File: config.mk
export PLATFORM = sky130hd
export DESIGN_NAME = mem_crypt_bridge
export DESIGN_NICKNAME = d
export VERILOG_FILES = /design/src/rtl/mem_crypt_bridge.sv
export SDC_FILE = /design/constraint.sdc
export NUM_CORES = 1
export LEC_CHECK = 0
export ABC_CLOCK_PERIOD_IN_PS = 17200
export BUFFER_PORTS_ARGS = -buffer_cell sky130_fd_sc_hd__buf_2
export CORE_ASPECT_RATIO = 0.75
export CORE_MARGIN = 10
export CORE_UTILIZATION = 40
export CTS_BUF_LIST = sky130_fd_sc_hd__clkbuf_16
export DETAILED_ROUTE_END_ITERATION = 7
export PLACE_DENSITY = 0.65
export RECOVER_POWER = 100
export SLEW_MARGIN = 15
export SYNTH_ARGS = -nofsm -noshare
export SYNTH_HDL_FRONTEND = slang
export SYNTH_SLANG_ARGS = --single-unit
File: constraint.sdc
create_clock -name clock -period 17.2 [get_ports clock]
set_input_delay 2.58 -clock clock [delete_from_list [all_inputs] [get_ports clock]]
set_output_delay 2.58 -clock clock [all_outputs]
set_load 0.02 [all_outputs]
File: src/rtl/mem_crypt_bridge.sv
// ---------------------------------------------------------------------------
// mem_crypt_bridge
//
// Sits between a core and main memory and handles one transaction at a time.
// Writes to the encrypted region (address MSB clear) have their data XORed
// with a keystream before they are forwarded. Read data coming back from that
// region is XORed with the same keystream. The keystream is the key XORed with
// the low 12 address bits. The key, the enable and the keystream are captured
// when the request is accepted, so changes made later have no effect on a
// transaction that is already in flight.
//
// Ports
//   clock, reset          sole clock; asynchronous active-high reset
//   up_msg_in/address/data    core request   (NONE=0, READ=1, WRITE=2)
//   up_msg_out/address/data   core response  (NONE=0, DATA=1, ACK=2, ERR=7)
//   dn_msg_out/address/data   request to the memory port
//   dn_msg_in/address/data    response from the memory port
//   key, enc_enable       cipher key and crypto enable
//   busy                  high whenever the FSM is not in IDLE
//   rd_dec_count          saturating count of decrypted READ responses
//   wr_enc_count          saturating count of encrypted WRITE issues
// ---------------------------------------------------------------------------
module mem_crypt_bridge #(
    parameter int ADDRESS_BITS = 12,
    parameter int TIMEOUT      = 16
) (
    input  logic                    clock,
    input  logic                    reset,
    input  logic [2:0]              up_msg_in,
    input  logic [ADDRESS_BITS:0]   up_address_in,
    input  logic [31:0]             up_data_in,
    output logic [2:0]              up_msg_out,
    output logic [ADDRESS_BITS:0]   up_address_out,
    output logic [31:0]             up_data_out,
    output logic [2:0]              dn_msg_out,
    output logic [ADDRESS_BITS:0]   dn_address_out,
    output logic [31:0]             dn_data_out,
    input  logic [2:0]              dn_msg_in,
    input  logic [ADDRESS_BITS:0]   dn_address_in,
    input  logic [31:0]             dn_data_in,
    input  logic [31:0]             key,
    input  logic                    enc_enable,
    output logic                    busy,
    output logic [15:0]             rd_dec_count,
    output logic [15:0]             wr_enc_count
);

    localparam logic [2:0] REQ_NONE  = 3'd0;
    localparam logic [2:0] REQ_READ  = 3'd1;
    localparam logic [2:0] REQ_WRITE = 3'd2;
    localparam logic [2:0] RSP_NONE  = 3'd0;
    localparam logic [2:0] RSP_DATA  = 3'd1;
    localparam logic [2:0] RSP_ACK   = 3'd2;
    localparam logic [2:0] RSP_ERR   = 3'd7;

    // The last WAIT cycle: when the counter would step onto TIMEOUT, give up.
    localparam logic [7:0] TMO_LAST  = 8'(TIMEOUT - 1);

    typedef enum logic [1:0] {
        ST_IDLE  = 2'd0,
        ST_ISSUE = 2'd1,
        ST_WAIT  = 2'd2,
        ST_RESP  = 2'd3
    } state_t;

    // Keystream: key XOR the low 12 address bits, zero-extended to 32 bits.
    function automatic logic [31:0] keystream_f(input logic [31:0] k,
                                                input logic [ADDRESS_BITS-1:0] a);
        return k ^ (32'(a) & 32'h0000_0FFF);
    endfunction

    // Saturating increment for the 16-bit event counters.
    function automatic logic [15:0] sat_inc_f(input logic [15:0] c);
        return (c == 16'hFFFF) ? c : (c + 16'd1);
    endfunction

    state_t                  state_q,   state_d;
    logic [2:0]              req_q,     req_d;
    logic [ADDRESS_BITS:0]   addr_q,    addr_d;
    logic [31:0]             ks_q,      ks_d;
    logic                    crypt_q,   crypt_d;
    logic [7:0]              tmo_q,     tmo_d;
    logic [2:0]              up_msg_q,  up_msg_d;
    logic [ADDRESS_BITS:0]   up_addr_q, up_addr_d;
    logic [31:0]             up_data_q, up_data_d;
    logic [2:0]              dn_msg_q,  dn_msg_d;
    logic [ADDRESS_BITS:0]   dn_addr_q, dn_addr_d;
    logic [31:0]             dn_data_q, dn_data_d;
    logic                    busy_q,    busy_d;
    logic [15:0]             rd_cnt_q,  rd_cnt_d;
    logic [15:0]             wr_cnt_q,  wr_cnt_d;

    logic                    new_req_s;
    logic                    new_crypt_s;
    logic [31:0]             new_ks_s;
    logic                    match_s;

    // Request decode and the crypt decision for a request arriving in IDLE.
    always_comb begin
        new_req_s   = (up_msg_in == REQ_READ) || (up_msg_in == REQ_WRITE);
        new_crypt_s = enc_enable && !up_address_in[ADDRESS_BITS];
        new_ks_s    = keystream_f(key, up_address_in[ADDRESS_BITS-1:0]);
        match_s     = (dn_msg_in != RSP_NONE) && (dn_address_in == addr_q);
    end

    // Next-state and output logic. Outputs are computed here one cycle early
    // so that each registered output is valid for the whole state it belongs to.
    always_comb begin
        state_d   = state_q;
        req_d     = req_q;
        addr_d    = addr_q;
        ks_d      = ks_q;
        crypt_d   = crypt_q;
        tmo_d     = tmo_q;
        up_msg_d  = RSP_NONE;
        up_addr_d = up_addr_q;
        up_data_d = up_data_q;
        dn_msg_d  = REQ_NONE;
        dn_addr_d = dn_addr_q;
        dn_data_d = dn_data_q;
        rd_cnt_d  = rd_cnt_q;
        wr_cnt_d  = wr_cnt_q;

        case (state_q)
            ST_IDLE: begin
                if (new_req_s) begin
                    state_d   = ST_ISSUE;
                    req_d     = up_msg_in;
                    addr_d    = up_address_in;
                    ks_d      = new_ks_s;
                    crypt_d   = new_crypt_s;
                    dn_msg_d  = up_msg_in;
                    dn_addr_d = up_address_in;
                    // Only write payloads are ciphered on the way down.
                    if ((up_msg_in == REQ_WRITE) && new_crypt_s) begin
                        dn_data_d = up_data_in ^ new_ks_s;
                        wr_cnt_d  = sat_inc_f(wr_cnt_q);
                    end else begin
                        dn_data_d = up_data_in;
                    end
                end else begin
                    state_d = ST_IDLE;
                end
            end
            ST_ISSUE: begin
                state_d = ST_WAIT;
                tmo_d   = 8'd0;
            end
            ST_WAIT: begin
                // A matching response wins over a timeout in the same cycle.
                if (match_s) begin
                    state_d   = ST_RESP;
                    up_addr_d = addr_q;
                    if (req_q == REQ_WRITE) begin
                        up_msg_d  = RSP_ACK;
                        up_data_d = dn_data_in;
                    end else begin
                        up_msg_d  = RSP_DATA;
                        if (crypt_q) begin
                            up_data_d = dn_data_in ^ ks_q;
                            rd_cnt_d  = sat_inc_f(rd_cnt_q);
                        end else begin
                            up_data_d = dn_data_in;
                        end
                    end
                end else if (tmo_q >= TMO_LAST) begin
                    state_d   = ST_RESP;
                    tmo_d     = tmo_q + 8'd1;
                    up_msg_d  = RSP_ERR;
                    up_addr_d = addr_q;
                    up_data_d = 32'd0;
                end else begin
                    tmo_d = tmo_q + 8'd1;
                end
            end
            ST_RESP: begin
                state_d = ST_IDLE;
            end
            default: begin
                state_d = ST_IDLE;
            end
        endcase

        busy_d = (state_d != ST_IDLE);
    end

    // State and output registers; reset abandons any transaction in flight.
    always_ff @(posedge clock or posedge reset) begin
        if (reset) begin
            state_q   <= ST_IDLE;
            req_q     <= 3'd0;
            addr_q    <= '0;
            ks_q      <= 32'd0;
            crypt_q   <= 1'b0;
            tmo_q     <= 8'd0;
            up_msg_q  <= 3'd0;
            up_addr_q <= '0;
            up_data_q <= 32'd0;
            dn_msg_q  <= 3'd0;
            dn_addr_q <= '0;
            dn_data_q <= 32'd0;
            busy_q    <= 1'b0;
            rd_cnt_q  <= 16'd0;
            wr_cnt_q  <= 16'd0;
        end else begin
            state_q   <= state_d;
            req_q     <= req_d;
            addr_q    <= addr_d;
            ks_q      <= ks_d;
            crypt_q   <= crypt_d;
            tmo_q     <= tmo_d;
            up_msg_q  <= up_msg_d;
            up_addr_q <= up_addr_d;
            up_data_q <= up_data_d;
            dn_msg_q  <= dn_msg_d;
            dn_addr_q <= dn_addr_d;
            dn_data_q <= dn_data_d;
            busy_q    <= busy_d;
            rd_cnt_q  <= rd_cnt_d;
            wr_cnt_q  <= wr_cnt_d;
        end
    end

    assign up_msg_out     = up_msg_q;
    assign up_address_out = up_addr_q;
    assign up_data_out    = up_data_q;
    assign dn_msg_out     = dn_msg_q;
    assign dn_address_out = dn_addr_q;
    assign dn_data_out    = dn_data_q;
    assign busy           = busy_q;
    assign rd_dec_count   = rd_cnt_q;
    assign wr_enc_count   = wr_cnt_q;

endmodule

Word level (Yosys, flattened, before mapping)
Index checks and enable logic that the tools add are counted.
W data, S select, Z words.
{"block": "op_classes", "addsub": 3, "mul": 0, "n_div": 0, "magnitude_cmp": 1, "eq_ne": 10, "shifts": 0, "mux": 19, "bitwise": 6, "n_reduce_logical": 15}
{"operator": "$mux W32", "count": 5}
{"operator": "$xor A32 B32 Y32", "count": 2}
{"operator": "$add A16 B1 Y16 const B", "count": 2}
{"operator": "$eq A16 B16 Y1 const B", "count": 2}
{"operator": "$xor A32 B12 Y32", "count": 1}
{"operator": "$mux W13", "count": 2}
{"operator": "$pmux W8 S2", "count": 1}
{"operator": "$mux W3", "count": 5}
{"operator": "$eq A13 B13 Y1", "count": 1}
{"operator": "$add A8 B1 Y8 const B", "count": 1}
{"operator": "$ge A8 B4 Y1 const B", "count": 1}
{"operator": "$mux W8", "count": 1}
{"operator": "$pmux W2 S4", "count": 1}
{"operator": "$eq A3 B2 Y1 const B", "count": 2}
{"operator": "$mux W2", "count": 3}
{"operator": "$reduce_and A2 Y1", "count": 3}
{"operator": "$reduce_bool A2 Y1", "count": 3}
{"operator": "$reduce_and A5 Y1", "count": 1}
{"operator": "$eq A2 B2 Y1 const B", "count": 2}
{"operator": "$reduce_and A4 Y1", "count": 1}
{"operator": "$eq A3 B1 Y1 const B", "count": 1}
{"operator": "$logic_and A1 B1 Y1", "count": 3}
{"operator": "$not A1 Y1", "count": 3}
{"operator": "$reduce_bool A3 Y1", "count": 1}
{"operator": "other kinds (6)", "count": 6}
{"block": "totals", "reg_bits": 175, "latch_bits": 0, "ramBits": 0, "romBits": 0, "wordCells": 68, "n_memories": 0}

Longest topological paths before layout
{"block": "logic_depth", "depth_word": 5, "mapped_depth": 9, "ltp_nobuf": 7}

Worst setup path before layout
Ideal clock, no wire load.
{"block": "synth_path", "path_kind": "input port to flip-flop", "from": "input dn_address_in[4]", "to": "register up_addr_q[10] (netlist: up_address_out[10])", "setup_time_ns": 0.128, "arrival_ns": 4.212, "required_ns": 17.072, "slack_ns": 12.860, "cell_stages": 6, "cell_sequence": "xor2_1 or4_4 nor4_4 o21ai_1 buf_2 mux2_1"}
{"block": "synth_between", "elab_chain_len": 4}
{"item": "start, declared", "line_no": "39", "rtl": "input logic [ADDRESS_BITS:0] dn_address_in,"}
{"item": "$eq A13 B13 Y1 (*)", "line_no": "103", "rtl": "match_s = (dn_msg_in != RSP_NONE) && (dn_address_in == addr_q);"}
{"item": "$logic_and A1 B1 Y1 (*)", "line_no": "103"}
{"item": "$reduce_bool A2 Y1 (no line)"}
{"item": "$reduce_and A2 Y1 (no line)"}
{"item": "end signal, assigned", "line_no": "213", "rtl": "up_addr_q <= up_addr_d;"}
{"item": "end, declared", "line_no": "84", "rtl": "logic [ADDRESS_BITS:0] up_addr_q, up_addr_d;"}
Every way passes the cells marked *; elsewhere a longest branch is shown, timed or not.
A chain may end at the register's enable or synchronous reset.

Worst setup path in the final report
{"block": "layout_path", "from": "input dn_msg_in[1]", "to": "register up_addr_q[0] (netlist: up_address_out[0])"}
{"block": "layout_between", "elab_chain_len": 4}
{"item": "start, declared", "line_no": "38", "rtl": "input logic [2:0] dn_msg_in,"}
{"item": "$reduce_bool A3 Y1 (*)", "line_no": "103"}
{"item": "$logic_and A1 B1 Y1 (*)", "line_no": "103"}
{"item": "$reduce_bool A2 Y1 (no line)"}
{"item": "$reduce_and A2 Y1 (no line)"}
Marks and branches as above.

==> impl_metrics.tcl <==
set metrics [dict create \
    finalCritPeriodShare_pct 41.8 \
    drt_iter0_drc 341 \
    power_switching_share_pct 38.8 \
    wl_per_cell_um 18.3 \
    async_flop_share_pct 100 \
    via_per_inst 4.94 \
    r2r-end "up_address_out[0]$_DFFE_PP0P_" \
    violations "capacitance limit, slew limit" \
    power_density_nw_per_um2 146 \
    outcome "finished, violations left" \
    finalWirelength_um 23500 \
    cts_inserted_buffers 17 \
    clock_path_buffers 2 \
    ys_top_cells_by_area "dfrtp_1, nand2_1, xor2_1, o2bb2ai_1, xnor2_1" \
    n_fill_cell 1876 \
    synth-seq-cells 175 \
    synth_top_area_share_pct 54.9 \
    start_kind "input pin" \
    r2r_cells 7 \
    postCtsHoldBufs 0 \
    synth_area_um2 7980 \
    drcViolationCount 0 \
    place_congestion 0.817 \
    area_delta_synth_final_pct 23.4 \
    hold_end "ks_q[28]$_DFFE_PP0P_" \
    hold_path_class "flop to flop" \
    yosysWarnings 0 \
    grt_max_degree 101 \
    die_h_um 142 \
    min-delay-start "ks_q[28]$_DFFE_PP0P_" \
    min_delay_path_depth 2 \
    cts_tree "done" \
    drive_gt1_share_pct 18.1 \
    synth_fp_nets 902 \
    finClkSkew_ns 0.0146 \
    p_seq_share_pct 43.7 \
    finalSetupViolations 0 \
    die_w_um 183 \
    clk_latency_ns 0.43 \
    p_comb_share_pct 32.2 \
    synthFlopType "dfrtp_1" \
    core_area_um2 19500 \
    stdcell_area_um2 9850 \
    diodes 0 \
    first_pass_iters 5 \
    ctsResizeCount 0 \
    htreeDepth 4 \
    overflow 0 \
    dr_total_vias 6344 \
    row_count 44 \
    p_int_w 0.000879 \
    final.min_clock_period_ns 7.20 \
    postCtsSetupRepairBufs 0 \
    path_class "input pin to flop" \
    synth.distinct_cells 45 \
    die_area_um2 26100 \
    final_max_slew_viol_count 377 \
    worst-path-max-fanout 28 \
    io_buffers 259 \
    p_switching_w 0.000556 \
    yosys.area.top_type "dfrtp_1" \
    initial_utilization_pct 41.0 \
    max_freq_mhz 139 \
    grt_pass1_wl_um 36700 \
    hold_viol_final 0 \
    setup-tns-final_ns 0 \
    clock_sinks 175 \
    r2r-start "dn_address_out[12]$_DFFE_PP0P_" \
    antenna_left 0 \
    arrival_ns 7.50 \
    ir_worst_vdd_mv 0.0896 \
    syn_avg_cell_area_um2 10.4 \
    synth-seq-area-share_pct 54.9 \
    yosysMostFrequentCell "nand2_1" \
    nets 1156 \
    grt_pass1_vias 6484 \
    synth_edf_count 0 \
    path_clk_slew_ns 0.06 \
    tightest_slew_ns 4.06 \
    required_ns 17.50 \
    dp_hpwl_um 17200 \
    whs_ns 0.468 \
    endpoint_kind "flop" \
    syn_inst 764 \
    power_leakage_nw 4.56 \
    place_area_um2 9560 \
    antenna_found_initial 2 \
    rsz0062_at_grt "false" \
    grt_use_total_pct 17.9 \
    pwr-share-clk_pct 24.2 \
    pin_count 260 \
    cts-root-buf "clkbuf_16" \
    worst-r2r-setup-slack_ns 11.76 \
    yosys-top-cells-count "nand2_1, dfrtp_1, xor2_1, o21ai_0, o2bb2ai_1" \
    cap_viol_max_count 7 \
    slew_headroom_pct -171 \
]
==> worst max path at each step <==
stage                      from                             to  slack, ns
2_1_floorplan             reset                 busy$_DFF_PP0_       9.87
3_5_place_dp   dn_address_in[4]  up_address_out[0]$_DFFE_PP0P_      12.16
5_1_grt                   reset     dn_data_out[4]$_DFFE_PP0P_       9.27
3_3_place_gp   dn_address_in[4]  up_address_out[0]$_DFFE_PP0P_      12.22
4_1_cts        dn_address_in[4]  up_address_out[0]$_DFFE_PP0P_      12.62
6_report           dn_msg_in[1]  up_address_out[0]$_DFFE_PP0P_      10.00
==> per-stage QoR <==
stage                     setup slack [ns]  std cells  utilization [%]  power, W
after global routing                  9.27       1284             50.6   0.00154
after floorplan                       9.87        764                -  0.000936
after detailed placement             12.16       1252             49.1   0.00113
after global placement               12.22       1252             49.1   0.00111
final                                10.00       1284             50.6   0.00143
after CTS                            12.62       1284             51.7   0.00148
==> flip-flops by register name, summed over array words and instances, names as in the netlist, 3 cells and up <==
register        cells
dn_data_out        32
dn_address_out     13
rd_dec_count       16
up_msg_out          3
tmo_q               8
up_address_out     13
up_data_out        32
req_q               3
dn_msg_out          3
ks_q               32
wr_enc_count       16
==> cell usage in the layout (no fill, tap or decap), drive strengths merged, types with 2 or more instances in the layout <==
cell type / synthesis / routed
nand2: 212 / 212
dfrtp: 175 / 175
clkbuf: 23 / 155
buf: 11 / 131
xor2: 89 / 89
o21ai: 35 / 35
o2bb2ai: 32 / 32
xnor2: 31 / 31
mux2: 27 / 27
nand3: 18 / 18
nand4: 16 / 16
inv: 10 / 14
nor2: 9 / 9
and3: 8 / 8
nor3: 7 / 7
ha: 7 / 7
clkinvlp: 0 / 7
and4: 6 / 6
nor4: 5 / 5
and2: 5 / 5
a21oi: 4 / 4
o211ai: 4 / 4
o31ai: 4 / 4
nand2b: 4 / 4
clkinv: 0 / 4
a21o: 3 / 3
or4: 2 / 2
o311ai: 2 / 2
nand3b: 2 / 2
==> layout make-up <==
type	instances	area [um2]	share of cell area, %
clock buffers	17	425	4.32
clock inverters	15	96.3	0.978
inverters	10	38.8	0.394
multi-input cells	545	3420	34.7
flip-flops and latches	175	4380	44.4
well taps	253	317	3.21
repair buffers	269	1180	12.0
==> logic make-up after synthesis <==
logic type | Yosys count | synth area share (%)
other cells | 1 | 0.0470
flops | 175 | 54.9
mux | 28 | 3.93
fa+ha+maj | 7 | 1.10
compound gates | 87 | 7.52
buf+inv | 44 | 2.24
xor+xnor | 120 | 13.2
simple gates | 302 | 17.1
==> per-layer routing <==
layer	vias up	routed length, um	share of wire, %	track usage (%)
met5	-	24	0.10	0
met4	4	297	1.3	5.03
met3	24	1840	7.8	7.24
met2	175	10800	46	27.4
met1	3075	10600	45	23.0
li1	3066	-	-	-
==> power groups by stage <==
stage               combinational [W]  clock, W  sequential [W]
global route                 0.000516  0.000378        0.000643
floorplan                    0.000239         0        0.000696
CTS                          0.000496  0.000358        0.000625
global placement             0.000486         0        0.000629
detailed placement           0.000497         0        0.000630
finish                       0.000461  0.000347        0.000626
==> critical path: stages <==
cell      delay [ns]
buf_2           0.10
nor3_1          0.16
or4_1           0.23
nor4_1          0.09
clkbuf_1        0.53
o21ai_0         2.17
clkbuf_1        1.22
mux2_1          0.39
No activity file was read; power rests on OpenSTA's default activity.
